`src/rtl/board_reset_ctrl.sv`:
```
// Board-level reset sequencer: waits for stable PLL lock, stretches reset, and
// debounces front-panel buttons, one of which can force a system reset.
module board_reset_ctrl #(
  parameter int                  NUM_LOCKS          = 2,
  parameter int                  NUM_BTNS           = 7,
  parameter logic [NUM_BTNS-1:0] BTN_ACTIVE_LOW     = 7'b0000001,
  parameter int                  RESET_BTN          = 0,
  parameter int                  DEBOUNCE_CYCLES    = 500_000,
  parameter int                  LOCK_STABLE_CYCLES = 256,
  parameter int                  HOLD_CYCLES        = 1024
) (
  input  logic                 clk_i,
  input  logic                 reset_i,
  input  logic [NUM_LOCKS-1:0] locked_i,
  input  logic [NUM_BTNS-1:0]  btn_i,
  output logic                 sys_reset_o,
  output logic [NUM_BTNS-1:0]  btn_o,
  output logic [NUM_BTNS-1:0]  btn_press_o,
  output logic [NUM_BTNS-1:0]  btn_release_o,
  output logic [2:0]           state_o,
  output logic [7:0]           reset_count_o
);

  localparam int DB_W    = $clog2(DEBOUNCE_CYCLES + 1);
  localparam int CNT_MAX = (LOCK_STABLE_CYCLES > HOLD_CYCLES) ? LOCK_STABLE_CYCLES : HOLD_CYCLES;
  localparam int CNT_W   = (CNT_MAX > 1) ? $clog2(CNT_MAX) : 1;

  typedef enum logic [2:0] {
    WAIT_LOCK   = 3'd0,
    LOCK_STABLE = 3'd1,
    HOLD        = 3'd2,
    RUN         = 3'd3,
    BTN_HELD    = 3'd4
  } state_t;

  logic [NUM_LOCKS-1:0] lock_s1, lock_s2;
  logic [NUM_BTNS-1:0]  btn_s1, btn_s2;
  logic [NUM_BTNS-1:0]  btn_norm;
  logic [NUM_BTNS-1:0]  btn_prev;
  logic [DB_W-1:0]      db_cnt [NUM_BTNS];
  logic                 lock_all;
  state_t               state, state_next;
  logic [CNT_W-1:0]     cnt, cnt_next;

  always_ff @(posedge clk_i or posedge reset_i) begin
    if (reset_i) begin
      lock_s1 <= '0;
      lock_s2 <= '0;
      btn_s1  <= '0;
      btn_s2  <= '0;
    end else begin
      lock_s1 <= locked_i;
      lock_s2 <= lock_s1;
      btn_s1  <= btn_i;
      btn_s2  <= btn_s1;
    end
  end

  assign btn_norm = btn_s2 ^ BTN_ACTIVE_LOW;
  assign lock_all = &lock_s2;

  // A level is accepted after DEBOUNCE_CYCLES consecutive cycles disagreeing with btn_o.
  always_ff @(posedge clk_i or posedge reset_i) begin
    if (reset_i) begin
      btn_o <= '0;
      for (int unsigned i = 0; i < NUM_BTNS; i++) db_cnt[i] <= '0;
    end else begin
      for (int unsigned i = 0; i < NUM_BTNS; i++) begin
        if (btn_norm[i] == btn_o[i]) begin
          db_cnt[i] <= '0;
        end else if (db_cnt[i] == DB_W'(DEBOUNCE_CYCLES - 1)) begin
          btn_o[i]  <= ~btn_o[i];
          db_cnt[i] <= '0;
        end else begin
          db_cnt[i] <= db_cnt[i] + DB_W'(1);
        end
      end
    end
  end

  always_ff @(posedge clk_i or posedge reset_i) begin
    if (reset_i) begin
      btn_prev      <= '0;
      btn_press_o   <= '0;
      btn_release_o <= '0;
    end else begin
      btn_prev      <= btn_o;
      btn_press_o   <= btn_o & ~btn_prev;
      btn_release_o <= ~btn_o & btn_prev;
    end
  end

  always_comb begin
    state_next = state;
    cnt_next   = cnt;
    case (state)
      WAIT_LOCK: begin
        cnt_next = '0;
        if (lock_all) state_next = LOCK_STABLE;
      end
      LOCK_STABLE: begin
        if (!lock_all) begin
          state_next = WAIT_LOCK;
          cnt_next   = '0;
        end else if (cnt == CNT_W'(LOCK_STABLE_CYCLES - 1)) begin
          state_next = HOLD;
          cnt_next   = '0;
        end else begin
          cnt_next = cnt + CNT_W'(1);
        end
      end
      HOLD: begin
        if (!lock_all) begin
          state_next = WAIT_LOCK;
          cnt_next   = '0;
        end else if (cnt == CNT_W'(HOLD_CYCLES - 1)) begin
          state_next = RUN;
          cnt_next   = '0;
        end else begin
          cnt_next = cnt + CNT_W'(1);
        end
      end
      RUN: begin
        cnt_next = '0;
        if (!lock_all)                state_next = WAIT_LOCK;
        else if (btn_o[RESET_BTN])    state_next = BTN_HELD;
      end
      BTN_HELD: begin
        cnt_next = '0;
        if (!lock_all)                state_next = WAIT_LOCK;
        else if (!btn_o[RESET_BTN])   state_next = HOLD;
      end
      default: begin
        state_next = WAIT_LOCK;
        cnt_next   = '0;
      end
    endcase
  end

  // sys_reset_o tracks next_state so it changes on the same edge as entering/leaving RUN.
  always_ff @(posedge clk_i or posedge reset_i) begin
    if (reset_i) begin
      state         <= WAIT_LOCK;
      cnt           <= '0;
      sys_reset_o   <= 1'b1;
      reset_count_o <= '0;
    end else begin
      state       <= state_next;
      cnt         <= cnt_next;
      sys_reset_o <= (state_next != RUN);
      if (state == RUN && state_next != RUN && reset_count_o != 8'hFF)
        reset_count_o <= reset_count_o + 8'd1;
    end
  end

  assign state_o = state;

endmodule

```
`config.mk`:
```
export PLATFORM = sky130hd
export DESIGN_NAME = board_reset_ctrl
export DESIGN_NICKNAME = d
export VERILOG_FILES = /design/src/rtl/board_reset_ctrl.sv
export SDC_FILE = /design/constraint.sdc
export NUM_CORES = 1
export LEC_CHECK = 0
export ABC_AREA = 1
export ABC_CLOCK_PERIOD_IN_PS = 5800
export CORE_MARGIN = 2
export CORE_UTILIZATION = 50
export CTS_BUF_LIST = sky130_fd_sc_hd__clkbuf_8 sky130_fd_sc_hd__clkbuf_16
export CTS_CLUSTER_DIAMETER = 40
export CTS_CLUSTER_SIZE = 12
export DETAILED_ROUTE_END_ITERATION = 6
export GPL_ROUTABILITY_DRIVEN = 1
export PLACE_DENSITY = 0.76
export SLEW_MARGIN = 20
export SYNTH_ARGS = -nofsm -noshare
export SYNTH_HDL_FRONTEND = slang
export SYNTH_SLANG_ARGS = --single-unit
```
`constraint.sdc`:
```
create_clock -name clk_i -period 5.8 [get_ports clk_i]
set_input_delay 0.87 -clock clk_i [delete_from_list [all_inputs] [get_ports clk_i]]
set_output_delay 0.87 -clock clk_i [all_outputs]
set_load 0.005 [all_outputs]
```
==> results.json, run 1 <==
{
  "status": "finished, final reports clean",
  "postCtsSetupBuffers": 0,
  "drc": 0,
  "antenna_found_initial": 0,
  "met3_usage_pct": 3.02,
  "syn_to_final_growth_pct": 18.7,
  "max_slew_margin_pct": 57.7,
  "critPathBufInv": 1,
  "grt_pass1_wl_mm": 34.3,
  "synth.yosys.seq_area_share_pct": 50.7,
  "die_h_microns": 145,
  "final_core_util_pct": 60.5,
  "final_antenna_net_count": 0,
  "cp_data_arrival_time_ns": 1.58,
  "p_leak_nw": 5.10,
  "ios": 44,
  "fillCellCount": 1640,
  "grt_use_met2_pct": 31.9,
  "grt_pass1_vias": 7570,
  "grtUsageTotal_pct": 18.9,
  "cts_resized": 0,
  "syn_area_per_cell_sq_um": 8.63,
  "htreeDepth": 1,
  "worstHoldPathCells": 0,
  "cp.depth": 1,
  "place_hpwl_mm": 13.2,
  "drive_above_1_share_pct": 10.6,
  "min_period_ns": 2.45,
  "holdCritStartpoint": "lock_s1[1]",
  "slowest_delay_ns": 0.57,
  "crit_slowest_cell": "clkdlybuf4s50_1",
  "cp.required_ns": 4.93,
  "powerDensity_nw_per_um2": 286,
  "setup_tns_ns": 0,
  "fin_ws_ns": 3.35,
  "seq_area_sq_um": 5030,
  "netlist_area_sq_um": 9930,
  "start_kind": "flop",
  "holdCritPathClass": "flop to flop",
  "setup_viol": 0,
  "clkTransAtPathRegs_ns": 0.06,
  "worst_pin_slew_ns": 0.635,
  "finalPower_mw": 3.37,
  "core-area_sq_um": 19500,
  "dieArea_sq_um": 21000,
  "gp_congestion": 0.909,
  "r2r_end": "db_cnt[70]",
  "io_buffers": 43,
  "avgRoutedWirePerCell_microns": 12.9,
  "rsz0062_at_grt": "no",
  "grt_util_met1_pct": 25.5,
  "worst-path-max-fanout": 6,
  "criticalPathCategory": "flop to output port",
  "slew_violations": 0,
  "ys_warn_count": 0,
  "clock-skew-final_ns": 0.0110,
  "r2r_slack_ns": 3.92,
  "multi_input_area_sq_um": 4280,
  "endpoint_kind": "output port",
  "fmax_mhz": 408,
  "wirelength_mm": 19.5,
  "clock_sinks": 201,
  "cts_tree": "yes",
  "via_count": 7787,
  "ys_ff_latch": 201,
  "hold_end": "lock_s2[1]",
  "insertion_delay_ns": 0.53,
  "cts_buffer_depth": 3,
  "path_cells": "clkdlybuf4s50_1",
  "r2r_cells": 8,
  "synth.distinct_cells": 47,
  "mostFrequentLayoutCell": "dfrtp_1",
  "post-place-ws_ns": 3.46,
  "start_util_pct": 51.0,
  "r2r-start": "db_cnt[57]",
  "postSynthCellCount": 1151,
  "grt.busiest_layer": "met2",
  "cts_hold_buffers": 0,
  "drt_iter0_markers": 521,
  "numCtsBuffers": 30,
  "clock-root-buffer": "clkbuf_16",
  "die_w_microns": 145,
  "rows": 51,
  "drv_cap": 0,
  "layout_common_cells": "dfrtp_1, nor2_1, nand2_1",
  "grt_max_degree": 202,
  "antenna_cells": 0,
  "drtPass1Iterations": 6,
  "layout_worst_path_cycle_share_pct": 42.3,
  "grt_overflow": 0,
  "vias_per_cell": 5.14,
  "finalHoldViolations": 0,
  "synth_fp_nets": 1171,
  "critPathTopFamily": "buffers and inverters",
  "final_nets": 1247,
  "peakVddDrop_uv": 178
}
where the power goes:
group          switching, mW  internal (mW)
sequential            0.0171           1.42
combinational         0.0645         0.0281
clock                  0.663           1.17
total                  0.744           2.62
cell type report:
| type | count | share of cell area, % |
|---|---|---|
| Clock buffer | 32 | 6.70 |
| Clock inverter | 24 | 2.17 |
| Inverter | 164 | 5.26 |
| Multi-Input combinational cell | 785 | 36.3 |
| Sequential cell | 201 | 42.7 |
| Tap cell | 265 | 2.81 |
| Timing Repair Buffer | 45 | 4.06 |
metal layers:
| metal | vias to the layer above | wire [microns] |
|---|---|---|
| met4 | 0 | 259 |
| met3 | 21 | 784 |
| li1 | 3945 | - |
| met2 | 154 | 9550 |
| met5 | - | 0 |
| met1 | 3667 | 8950 |
through the flow:
stage | hold WS, ns | std cells | instance area, sq um
finish | 0.348 | 1516 | 11800
global placement | 0.331 | 1459 | 10700
global route | 0.361 | 1516 | 11800
floorplan | 0.331 | 1151 | 9930
detailed placement | 0.335 | 1459 | 10700
CTS | 0.348 | 1515 | 11800
sequential cells by signal, indices dropped and copies added, names as in the netlist:
signal and count:
db_cnt 133, cnt 10, reset_count_o 8, btn_o 7
btn_press_o 7, btn_prev 7, btn_release_o 7, btn_s1 7
btn_s2 7, state_o 3, lock_s1 2, lock_s2 2
sys_reset_o 1
cell usage after synthesis, drive strengths merged:
master,n,area [sq um]
nor3,55,344
nand3b,3,26.3
xor2,47,412
a31oi,6,43.8
a21oi,45,236
a21boi,1,7.51
nand3,66,408
nand2b,1,6.26
a211oi,7,52.6
mux2,3,33.8
dfstp,1,26.3
o21a,2,15.0
ha,9,113
o21ai,22,114
nor3b,12,95.1
and3b,1,8.76
nand4,73,484
dfrtp,200,5000
nor4,12,75.1
a21o,1,7.51
or2,9,56.3
inv,160,601
clkbuf,1,3.75
nor2b,1,6.26
nand2,187,722
a31o,2,17.5
xnor2,11,96.3
clkinv,4,15.0
and3,1,6.26
nor2,208,891
kinds of logic after synthesis:
group           synth area share (%)
compound gates                  4.98
xor+xnor                        5.12
buf+inv                         6.24
fa+ha+maj                       1.13
simple gates                    31.5
mux                            0.340
flops                           50.7
worst max path at each step:
stage,from,end,slack [ns]
finish,state_o[2],state_o[2],3.35
CTS,state_o[2],state_o[2],3.31
global placement,reset_i,btn_s1[0],3.46
floorplan,reset_i,btn_o[0],2.33
global route,state_o[2],state_o[2],3.27
detailed placement,reset_i,btn_s1[0],3.46
(Power assumes the default switching activity.)
==> run 2, diff against run 1 <==
ABC_CLOCK_PERIOD_IN_PS = 2200   (was 5800)
clock period = 2.2 ns   (was 5.8 ns; I/O delays follow)
==> run 2 against run 1 <==
Compared with the run above: via count up 1.8%; setup slack got worse by 3.1 ns; clock power rose to 2.9 times the previous value; die area unchanged; register-to-register slack got worse by 3.6 ns; sequential power rose to 2.6 times the previous value; critical path depth stayed put; non-clock buffer count up 3; highest routed layer unchanged.
==> results.json, run 2 (synthesis gave the netlist of run 1 again) <==
{
  "status": "finished, final reports clean",
  "multi_input_area_sq_um": 4280,
  "holdCritPathClass": "input port to flop",
  "path_cells": "clkdlybuf4s50_1",
  "grt_pass1_vias": 7852,
  "cts_resized": 0,
  "insertion_delay_ns": 0.50,
  "start_kind": "flop",
  "drv_cap": 0,
  "registers.top_by_ff_count": "db_cnt",
  "gp_congestion": 0.899,
  "dieArea_sq_um": 21000,
  "clock-root-buffer": "clkbuf_16",
  "antenna_cells": 0,
  "cp.required_ns": 1.87,
  "powerDensity_nw_per_um2": 788,
  "reg_top3": "db_cnt (133), cnt (10), reset_count_o (8)",
  "p_leak_nw": 5.16,
  "rows": 51,
  "fin_ws_ns": 0.295,
  "clock-skew-final_ns": 0.0213,
  "endpoint_kind": "output port",
  "max_slew_margin_pct": 48.8,
  "htreeDepth": 2,
  "syn_to_final_growth_pct": 20.3,
  "final_nets": 1254,
  "grt_overflow": 0,
  "min_period_ns": 1.90,
  "antenna_found_initial": 0,
  "whs_ns": 0.273,
  "start_util_pct": 51.0,
  "final_core_util_pct": 61.4,
  "layout_worst_path_cycle_share_pct": 86.6,
  "cts_tree": "yes",
  "io_buffers": 43,
  "post-place-ws_ns": 0.376,
  "finalHoldViolations": 0,
  "clkTransAtPathRegs_ns": 0.05,
  "seq_area_sq_um": 5030,
  "cts_buffer_depth": 3,
  "worst_pin_slew_ns": 0.761,
  "grtUsageTotal_pct": 19.4,
  "largest_reg_flops": 133,
  "fmax_mhz": 525,
  "grt_pass1_wl_mm": 35.2,
  "critPathTopFamily": "buffers and inverters",
  "cp_data_arrival_time_ns": 1.57,
  "slowest_delay_ns": 0.58,
  "setup_viol": 0,
  "avgRoutedWirePerCell_microns": 13.1,
  "stdcell_area_sq_um": 11900,
  "crit_slowest_cell": "clkdlybuf4s50_1",
  "drc": 0,
  "die_h_microns": 145,
  "final_antenna_net_count": 0,
  "mostFrequentLayoutCell": "dfrtp_1",
  "placed_area_sq_um": 10800,
  "vias_per_cell": 5.20,
  "rsz0062_at_grt": "no",
  "fillCellCount": 1638,
  "place_hpwl_mm": 13.6,
  "wirelength_mm": 19.9,
  "cts_hold_buffers": 0,
  "worst-path-max-fanout": 6,
  "die_w_microns": 145,
  "core-area_sq_um": 19500,
  "criticalPathCategory": "flop to output port",
  "numCtsBuffers": 34,
  "grt_max_degree": 82,
  "layout_common_cells": "dfrtp_1, nor2_1, nand2_1",
  "postCtsSetupBuffers": 0,
  "critPathBufInv": 1,
  "drive_above_1_share_pct": 11.3,
  "drt_iter0_markers": 458,
  "drtPass1Iterations": 4,
  "slew_violations": 0,
  "via_count": 7927,
  "clock_sinks": 201,
  "ios": 44,
  "peakVddDrop_uv": 489
}
run 2: metal layers:
layer	vias to the layer above	wire (microns)	global-route usage [%]
li1	3941	-	-
met1	3780	9180	26.4
met2	166	9440	31.5
met3	40	820	3.43
met4	0	449	6.39
met5	-	0	0
run 2: power breakdown:
| group | internal (mW) | switching (mW) | leakage [nW] |
|---|---|---|---|
| combinational | 0.0773 | 0.170 | 1.85 |
| clock | 3.49 | 1.88 | 0.566 |
| sequential | 3.75 | 0.0452 | 2.75 |
run 2: metrics by stage:
step | instances | power (mW) | setup TNS, ns
2_1_floorplan | 1151 | 4.02 | -146.37
3_3_place_gp | 1463 | 4.11 | 0
3_5_place_dp | 1463 | 4.11 | 0
4_1_cts | 1524 | 9.52 | 0
5_1_grt | 1524 | 9.75 | 0
6_report | 1524 | 9.41 | 0
run 2: final cells by class:
type | count | share of cell area [%]
Sequential cell | 201 | 42.1
Multi-Input combinational cell | 785 | 35.8
Clock buffer | 37 | 7.56
Inverter | 164 | 5.18
Timing Repair Buffer | 48 | 4.23
Tap cell | 265 | 2.78
Clock inverter | 24 | 2.33
run 2: path summary, 6_finish.rpt:
kind	slack (ns)	from	to	depth (start not counted)
max	0.30	state_o[2]	state_o[2]	1
min	0.27	btn_i[5]	btn_s1[5]	1
max reg2reg	0.33	db_cnt[76]	db_cnt[92]	8
min reg2reg	0.34	btn_s1[2]	btn_s2[2]	0
max in group asynchronous	1.47	reset_i	btn_release_o[0]	3
min in group asynchronous	0.32	reset_i	btn_o[2]	3
==> run 3, diff against run 2 <==
GPL_TIMING_DRIVEN = 0   (was default)
==> run 3 against run 2 <==
Compared with the run above: sequential share of layout area decreased by 0.10 points; count of clock-buffer cells in the layout decreased by 2; total power decreased by 3.0%; clock skew decreased by 0.0097 ns; fmax decreased by 2.4%; wire length decreased by 0.22%; combinational power increased by 12%; highest routed layer unchanged.
==> results.json, run 3 (synthesis gave the netlist of run 1 again) <==
{
  "drc": 0,
  "setup_tns_ns": 0,
  "post-place-ws_ns": 0.313,
  "io_buffers": 43,
  "die_h_microns": 145,
  "grt_max_degree": 31,
  "drive_above_1_share_pct": 11.0,
  "cp.depth": 1,
  "clock_sinks": 201,
  "slew_violations": 0,
  "reg_top3": "db_cnt (133), cnt (10), reset_count_o (8)",
  "ios": 44,
  "cp.required_ns": 1.87,
  "cts_resized": 0,
  "clkTransAtPathRegs_ns": 0.06,
  "wirelength_mm": 19.8,
  "critPathBufInv": 1,
  "numCtsBuffers": 31,
  "layout_common_cells": "dfrtp_1, nor2_1, nand2_1",
  "avgRoutedWirePerCell_microns": 13.0,
  "crit_slowest_cell": "clkdlybuf4s50_1",
  "rows": 51,
  "p_sw_share_pct": 21.6,
  "p_int_mw": 7.15,
  "peakVddDrop_uv": 559,
  "r2r_slack_ns": 0.27,
  "r2r-start": "db_cnt[76]",
  "die_w_microns": 145,
  "clock-skew-final_ns": 0.0116,
  "holdCritPathClass": "input port to asynchronous set/reset pin",
  "powerDensity_nw_per_um2": 762,
  "finalHoldViolations": 0,
  "rsz0062_at_grt": "no",
  "antenna_cells": 0,
  "clock-root-buffer": "clkbuf_16",
  "vias_per_cell": 5.18,
  "criticalPathCategory": "flop to output port",
  "p_leak_nw": 5.19,
  "grt_pass1_vias": 7738,
  "worst-path-max-fanout": 6,
  "mostFrequentLayoutCell": "dfrtp_1",
  "p_clk_share_pct": 55.4,
  "r2r_end": "db_cnt[92]",
  "fin_ws_ns": 0.249,
  "switchingPower_mw": 1.97,
  "syn_to_final_growth_pct": 20.6,
  "gp_congestion": 0.895,
  "seq_power_share_pct": 41.6,
  "drv_cap": 0,
  "crit_path_start": "state_o[2]",
  "cts_buffer_depth": 3,
  "antenna_found_initial": 0,
  "grtUsageTotal_pct": 19.1,
  "path_cells": "clkdlybuf4s50_1",
  "postCtsSetupBuffers": 0,
  "core-area_sq_um": 19500,
  "drt_iter0_markers": 354,
  "via_count": 7893,
  "slowest_delay_ns": 0.58,
  "grt_pass1_wl_mm": 34.7,
  "status": "finished, final reports clean",
  "max_slew_margin_pct": 58.5,
  "worst_pin_slew_ns": 0.617,
  "setup_viol": 0,
  "registers.top_by_ff_count": "db_cnt",
  "cp_data_arrival_time_ns": 1.62,
  "dieArea_sq_um": 21000,
  "cts_tree": "yes",
  "grt_overflow": 0,
  "endpoint_kind": "output port",
  "htreeDepth": 1,
  "whs_ns": 0.166,
  "final_antenna_net_count": 0,
  "insertion_delay_ns": 0.54,
  "r2r_cells": 8,
  "worstSetupEndpoint": "state_o[2]",
  "critPathTopFamily": "buffers and inverters",
  "final_nets": 1255,
  "fmax_mhz": 513,
  "min_period_ns": 1.95,
  "start_kind": "flop",
  "cts_hold_buffers": 0,
  "start_util_pct": 51.0,
  "layout_worst_path_cycle_share_pct": 88.7,
  "comb_power_share_pct": 3.0,
  "place_hpwl_mm": 14.1,
  "drtPass1Iterations": 4,
  "largest_reg_flops": 133
}
run 3: cell count changes in the layout (fill, tap and decap cells not counted), moves of 3 or more:
| cell | before | now |
|---|---|---|
| buf_16 | 0 | 4 |
| clkbuf_16 | 35 | 31 |
| clkinv_4 | 4 | 0 |
| clkinv_2 | 0 | 3 |
| clkinvlp_4 | 7 | 4 |
run 3: how the worst min path moves through the flow:
| stage | startpoint | to | slack, ns |
|---|---|---|---|
| detailed placement | btn_s1[5] | btn_s2[5] | 0.34 |
| global route | reset_i | db_cnt[100] | 0.21 |
| global placement | btn_s1[5] | btn_s2[5] | 0.33 |
| CTS | reset_i | db_cnt[100] | 0.16 |
| floorplan | btn_s1[0] | btn_s2[0] | 0.33 |
| finish | reset_i | btn_s2[1] | 0.17 |
run 3: power by group through the flow:
| stage | logic, mW | registers, mW | clock network (mW) |
|---|---|---|---|
| 2_1_floorplan | 0.167 | 3.85 | 0 |
| 3_3_place_gp | 0.236 | 3.86 | 0 |
| 3_5_place_dp | 0.284 | 3.86 | 0 |
| 4_1_cts | 0.286 | 3.80 | 5.15 |
| 5_1_grt | 0.318 | 3.80 | 5.30 |
| 6_report | 0.277 | 3.80 | 5.05 |
run 3: metal layers:
layer | routed length [microns] | share of wire (%) | vias to the layer above | track usage, %
met1 | 9040 | 46 | 3758 | 25.1
met2 | 9630 | 49 | 153 | 32.9
met4 | 418 | 2.1 | 0 | 5.50
met3 | 756 | 3.8 | 40 | 2.92
li1 | - | - | 3942 | -
met5 | 0 | 0 | - | 0
run 3: layout make-up:
class / count / area, sq um
fillers: 1625 / 7490
flip-flops and latches: 201 / 5030
multi-input cells: 785 / 4280
clock buffers: 35 / 831
repair buffers: 51 / 621
inverters: 164 / 619
well taps: 265 / 332
clock inverters: 21 / 260
plain buffers: 1 / 3.75
run 3: through the flow:
step                      power, mW  cell area, sq um  cells  utilization, %
after floorplan                4.02              9930   1151               -
after detailed placement       4.14             10900   1467            55.9
final                          9.13             12000   1523            61.5
after CTS                      9.23             12000   1523            61.5
after global placement         4.09             10700   1459            54.9
after global routing           9.42             12000   1523            61.5
